### config.mk
export PLATFORM = sky130hd
export DESIGN_NAME = slot_allocator
export DESIGN_NICKNAME = d
export VERILOG_FILES = /design/src/rtl/slot_allocator_pkg.sv /design/src/rtl/slot_allocator_lowest_free_slot.sv /design/src/rtl/slot_allocator.sv
export SDC_FILE = /design/constraint.sdc
export NUM_CORES = 1
export LEC_CHECK = 0
export BUFFER_PORTS_ARGS = -buffer_cell sky130_fd_sc_hd__clkbuf_2
export CORE_UTILIZATION = 58
export CTS_CLUSTER_DIAMETER = 120
export DETAILED_ROUTE_END_ITERATION = 6
export PLACE_DENSITY_LB_ADDON = 0.3
export REMOVE_ABC_BUFFERS = 1
export SLEW_MARGIN = 20
export SYNTH_ARGS = -nofsm -noshare
export SYNTH_HDL_FRONTEND = slang
export SYNTH_SLANG_ARGS = --single-unit
### constraint.sdc
create_clock -name clk -period 2.9 [get_ports clk]
set_input_delay 0.145 -clock clk [delete_from_list [all_inputs] [get_ports clk]]
set_output_delay 0.145 -clock clk [all_outputs]
set_load 0.02 [all_outputs]
### src/rtl/slot_allocator_pkg.sv
// Shared types and constants for the parking-lot slot allocator.
// Spot count is fixed at 8 to match the downstream ones counter.
package slot_allocator_pkg;

  localparam int unsigned SLOT_CNT = 8;
  localparam int unsigned SLOT_W   = 3;

  typedef enum logic [1:0] {
    IDLE       = 2'd0,
    ENTRY_OPEN = 2'd1,
    EXIT_OPEN  = 2'd2
  } state_e;

  typedef struct packed {
    logic enter_ack;
    logic enter_reject;
    logic exit_ack;
    logic exit_err;
    logic timeout;
  } pulse_t;

endpackage

### src/rtl/slot_allocator_lowest_free_slot.sv
// Combinational priority encoder: index of the lowest set bit of free_mask.
module slot_allocator_lowest_free_slot
  import slot_allocator_pkg::*;
(
  input  logic [SLOT_CNT-1:0] free_mask,
  output logic                found,
  output logic [SLOT_W-1:0]   index
);

  // Scan from the top so the lowest free index is the last one written.
  always_comb begin
    found = 1'b0;
    index = '0;
    for (int i = SLOT_CNT - 1; i >= 0; i--) begin
      if (free_mask[i]) begin
        found = 1'b1;
        index = SLOT_W'(i);
      end
    end
  end

endmodule

### src/rtl/slot_allocator.sv
// Parking-lot spot allocator: occupancy tracking plus entry/exit gate sequencing.
// Optional PARKING_RESERVED_SLOT_EN reserves spot 7 for VIP cars (adds enter_vip).
module slot_allocator
  import slot_allocator_pkg::*;
#(
  parameter int unsigned GATE_TIMEOUT = 16,
  parameter int unsigned N_SLOTS      = 8
) (
  input  logic               clk,
  input  logic               reset_n,
  input  logic               enter_req,
`ifdef PARKING_RESERVED_SLOT_EN
  input  logic               enter_vip,
`endif
  input  logic               exit_req,
  input  logic [SLOT_W-1:0]  exit_slot,
  input  logic               car_passed,
  output logic [N_SLOTS-1:0] new_capacity,
  output logic [SLOT_W-1:0]  assigned_slot,
  output logic               entry_gate_open,
  output logic               exit_gate_open,
  output logic               enter_ack,
  output logic               enter_reject,
  output logic               exit_ack,
  output logic               exit_err,
  output logic               timeout,
  output logic               full
);

  localparam int unsigned TMR_W = $clog2(GATE_TIMEOUT + 1);

  state_e             state_q, state_d;
  logic [TMR_W-1:0]   timer_q, timer_d;
  logic [N_SLOTS-1:0] occ_d;
  logic [SLOT_W-1:0]  slot_d;
  logic [SLOT_W-1:0]  exit_slot_q, exit_slot_d;
  pulse_t             pulse_d;
  logic [N_SLOTS-1:0] free_mask;
  logic               free_found;
  logic [SLOT_W-1:0]  free_idx;

  // Non-VIP cars never see spot 7 as free in reserved mode.
  always_comb begin
    free_mask = ~new_capacity;
`ifdef PARKING_RESERVED_SLOT_EN
    if (!enter_vip) free_mask[N_SLOTS-1] = 1'b0;
`endif
  end

  slot_allocator_lowest_free_slot u_lowest_free_slot (
    .free_mask (free_mask),
    .found     (free_found),
    .index     (free_idx)
  );

  assign full = (new_capacity == '1);

  always_comb begin
    state_d     = state_q;
    timer_d     = timer_q;
    occ_d       = new_capacity;
    slot_d      = assigned_slot;
    exit_slot_d = exit_slot_q;
    pulse_d     = '0;
    case (state_q)
      IDLE: begin
        timer_d = '0;
        // Exit wins a tie so the freed spot is visible to the next entry.
        if (exit_req) begin
          if (new_capacity[exit_slot]) begin
            state_d     = EXIT_OPEN;
            exit_slot_d = exit_slot;
          end else begin
            pulse_d.exit_err = 1'b1;
          end
        end else if (enter_req) begin
          if (free_found) begin
            state_d = ENTRY_OPEN;
            slot_d  = free_idx;
          end else begin
            pulse_d.enter_reject = 1'b1;
          end
        end
      end
      ENTRY_OPEN: begin
        if (car_passed) begin
          occ_d[assigned_slot] = 1'b1;
          pulse_d.enter_ack    = 1'b1;
          state_d              = IDLE;
          timer_d              = '0;
        end else if (timer_q == TMR_W'(GATE_TIMEOUT - 1)) begin
          pulse_d.timeout = 1'b1;
          state_d         = IDLE;
          timer_d         = '0;
        end else begin
          timer_d = timer_q + TMR_W'(1);
        end
      end
      EXIT_OPEN: begin
        if (car_passed) begin
          occ_d[exit_slot_q] = 1'b0;
          pulse_d.exit_ack   = 1'b1;
          state_d            = IDLE;
          timer_d            = '0;
        end else if (timer_q == TMR_W'(GATE_TIMEOUT - 1)) begin
          pulse_d.timeout = 1'b1;
          state_d         = IDLE;
          timer_d         = '0;
        end else begin
          timer_d = timer_q + TMR_W'(1);
        end
      end
      default: begin
        state_d = IDLE;
        timer_d = '0;
      end
    endcase
  end

  always_ff @(posedge clk or negedge reset_n) begin
    if (!reset_n) begin
      state_q         <= IDLE;
      timer_q         <= '0;
      exit_slot_q     <= '0;
      new_capacity    <= '0;
      assigned_slot   <= '0;
      entry_gate_open <= 1'b0;
      exit_gate_open  <= 1'b0;
      enter_ack       <= 1'b0;
      enter_reject    <= 1'b0;
      exit_ack        <= 1'b0;
      exit_err        <= 1'b0;
      timeout         <= 1'b0;
    end else begin
      state_q         <= state_d;
      timer_q         <= timer_d;
      exit_slot_q     <= exit_slot_d;
      new_capacity    <= occ_d;
      assigned_slot   <= slot_d;
      entry_gate_open <= (state_d == ENTRY_OPEN);
      exit_gate_open  <= (state_d == EXIT_OPEN);
      enter_ack       <= pulse_d.enter_ack;
      enter_reject    <= pulse_d.enter_reject;
      exit_ack        <= pulse_d.exit_ack;
      exit_err        <= pulse_d.exit_err;
      timeout         <= pulse_d.timeout;
    end
  end

endmodule
==> summary.txt <==
Run status
  – Status: complete, no violations

Die
  – Core area: 2250 µm²
  – Die ar.: 2620 µm²
  – Die X: 51.2 µm
  – Die H: 51.2 µm
  – # IOs: 27
  – Starting density of the core: 0.623
  – # rows: 17

Logic synthesis
  – Avg Cell Area, Syn: 10.9 µm²
  – Asr flop ratio synth: 1.00
  – Register bit total from synthesis: 28
  – Seq/Total Area, Yosys: 0.499
  – Cells after Synth: 129
  – Post-synth EDFFs: 0
  – Total of warnings raised by yosys: 0
  – Post-synthesis instance area: 1410 µm²
  – Distinct cells, synth: 36
  – Synth Flop Type: dfrtp_1

Min path
  – Hold path startpoint: exit_slot[1]
  – Worst hold path type: in -> reg
  – Hold Path Sink: exit_slot_q[1]$_DFFE_PN0P_
  – Worst Hold Path Cells: 2

Route
  – Routed vias: 1127
  – DRT Pass-1 Iters: 5
  – Routed WL per cell: 16.0 µm
  – Initial DRC count: 60
  – Metal3 WL: 189 µm
  – Total Wirelength: 3000 µm
  – Highest metal used: met4
  – Antenna-violating nets left: 0
  – Detailed-route DRC error count: 0
  – M1 WL: 1310 µm
  – DR vias/cell: 5.99
  – Met2 WL post-DR: 1480 µm

Placed design
  – HPWL Detailed: 2270 µm
  – RePlAce Congestion: 0.913
  – Placed instance count: 183
  – # port buffers: 26

Setup path
  – CP startpoint kind: register
  – Reg2reg setup slack: 0.80 ns
  – Worst endpoint required time: 3.14 ns
  – Worst path slowest cell: dfrtp_1
  – Max stage delay on crit path: 0.48 ns
  – Worst EP arrival: 2.34 ns
  – CP Max Fanout: 7
  – CP endpoint kind: register
  – Setup CP Type: reg -> reg
  – Worst reg2reg path startpoint: state_q[0]$_DFF_PN0_
  – CP top delay family: compound AO/OA/AOI/OAI gates
  – CP bufs+invs: 1
  – Reg2reg path depth: 7
  – Worst flop-to-flop path endpoint: exit_gate_open$_DFF_PN0_
  – Cell Chain, Critical Path: inv_1, ha_1, nor2b_1, o21a_1, nand2_1, a211o_1, a211oi_1

Timing
  – Max Fclk: 0.477 GHz
  – Min Tclk post-route: 2.10 ns
  – Worst-Margin Slew: 0.676 ns
  – Final hold violations: 0
  – Final-report setup violation count: 0
  – RSZ-0062 raised after global routing: no
  – Slew Viols, Final: 0
  – Clock Skews: 0.00144 ns
  – Relative slew margins: 0.550
  – Final setup TNS: 0 ns
  – Fin crit share: 0.723

Flow run
  – Number of max-cap violations: 0

Clock network
  – Total CTS buffers: 3
  – CTS tree: built
  – H-tree Lvls: 1
  – Later-pin clock latency in the skew report: 0.33 ns
  – CTS Sinks: 28
  – Root Driver: clkbuf_4
  – Clock-pin slew of the registers on the worst-case setup and hold paths: 0.15 ns
  – Clock tree buffer depth: 2
  – Post-CTS setup buffers: 0

GRT
  – Vias in the first global route: 1111
  – Gr ovfl total: 0
  – First-pass GRT wire length: 4980 µm
  – Largest net degree at the start of global routing: 29
  – Initial antenna violation count: 0
  – Total track usage: 0.259

Final layout
  – Syn-to-layout area delta: 16.2%
  – Share of cells above drive strength 1: 0.238
  – Layout fillers: 178
  – Ant diodes: 0
  – Nets: 174
  – Finished Layout Cells: 188

Power
  – Pwr/cell area: 1010 nW/µm²
  – VDD IR max: 661 µV
  – P_leak: 0.782 nW
per-layer routing:
layer / vias to the layer above / track usage
met5: - / 0
met4: 0 / 0.0901
met3: 6 / 0.0446
met2: 53 / 0.434
met1: 536 / 0.338
li1: 532 / -
timing repair:
item | CTS | global route
gates resized for setup | 0 | 0
hold buffers | 1 | 0
hold endpoints to repair | 28 | 0
logic make-up after synthesis:
kind of cell | synth area share
buffers and inverters | 0.0107
adders and majority gates | 0.0445
and+or+nand+nor | 0.171
muxes | 0.0855
AOI/OAI and AO/OA | 0.177
xor gates and xnor gates | 0.0125
DFF | 0.499
cells in the final DEF, fill, tap and decap left out, drive strengths merged, types with 2 or more instances in the layout:
master	netlist	routed
nand2	10	10
inv	4	4
and3	3	3
a21oi	5	5
nand4	2	2
mux4	2	2
nand2b	5	5
dfrtp	28	28
clkbuf	0	29
nor3	2	2
a21boi	2	2
o21ai	23	23
o211ai	2	2
nor2	5	5
o31ai	3	3
ha	5	5
a21o	2	2
nor2b	4	4
nand3b	2	2
and2	4	4
mux2	3	3
nand3	2	2
power by group:
part	switching [mW]	internal, mW	leakage [nW]
registers	0.162	0.520	0.359
logic	0.423	0.296	0.395
clock network	0.114	0.140	0.0279
area by class of cell:
cell class | count | area (µm²) | area share
clock buffer | 3 | 22.5 | 0.0138
clock inverter | 1 | 30.0 | 0.0184
inverter | 4 | 15.0 | 0.00920
multi-input combinational | 97 | 689 | 0.422
sequential | 28 | 701 | 0.429
tap | 28 | 35.0 | 0.0215
timing repair buffer | 27 | 140 | 0.0858
flip-flops by register name, summed over array words and instances, names as in the netlist, 2 cells and up:
register and cells:
new_capacity 8, timer_q 5, exit_slot_q 3, state_q 2
assigned_slot 3
worst max-delay path by stage:
stage | slack, ns | to | cells past startpoint | start
CTS | 0.85 | exit_gate_open$_DFF_PN0_ | 7 | state_q[0]$_DFF_PN0_
floorplan | 1.09 | exit_slot_q[0]$_DFFE_PN0P_ | 5 | new_capacity[5]$_DFFE_PN0P_
global route | 0.65 | exit_gate_open$_DFF_PN0_ | 7 | state_q[0]$_DFF_PN0_
global placement | 1.04 | exit_gate_open$_DFF_PN0_ | 7 | state_q[1]$_DFF_PN0_
detailed placement | 0.89 | exit_gate_open$_DFF_PN0_ | 7 | state_q[0]$_DFF_PN0_
finish | 0.80 | exit_gate_open$_DFF_PN0_ | 7 | state_q[0]$_DFF_PN0_
synthesized netlist by cell type, drive strengths merged (3+ instances only):
| cell type | count | area share |
|---|---|---|
| and3 | 3 | 0.013 |
| nand2b | 5 | 0.022 |
| o31ai | 3 | 0.016 |
| and2 | 4 | 0.018 |
| nand2 | 10 | 0.032 |
| dfrtp | 28 | 0.50 |
| inv | 4 | 0.011 |
| ha | 5 | 0.045 |
| o21ai | 23 | 0.085 |
| mux2 | 3 | 0.032 |
| nor2 | 5 | 0.013 |
| nor2b | 4 | 0.023 |
| a21oi | 5 | 0.018 |
per-stage QoR:
stage / total power [mW] / setup slack, ns / area, µm² / util / hold slack, ns
after detailed placement: 1.40 / 0.886 / 1570 / 0.696 / 0.221
after CTS: 1.65 / 0.850 / 1630 / 0.724 / 0.0816
after global routing: 1.77 / 0.653 / 1630 / 0.724 / 0.0888
after global placement: 1.37 / 1.04 / 1570 / 0.696 / 0.204
after floorplan: 1.16 / 1.09 / 1410 / - / -0.151
final: 1.66 / 0.802 / 1630 / 0.724 / 0.0869
Note: power is estimated with default switching activity, not from simulation.
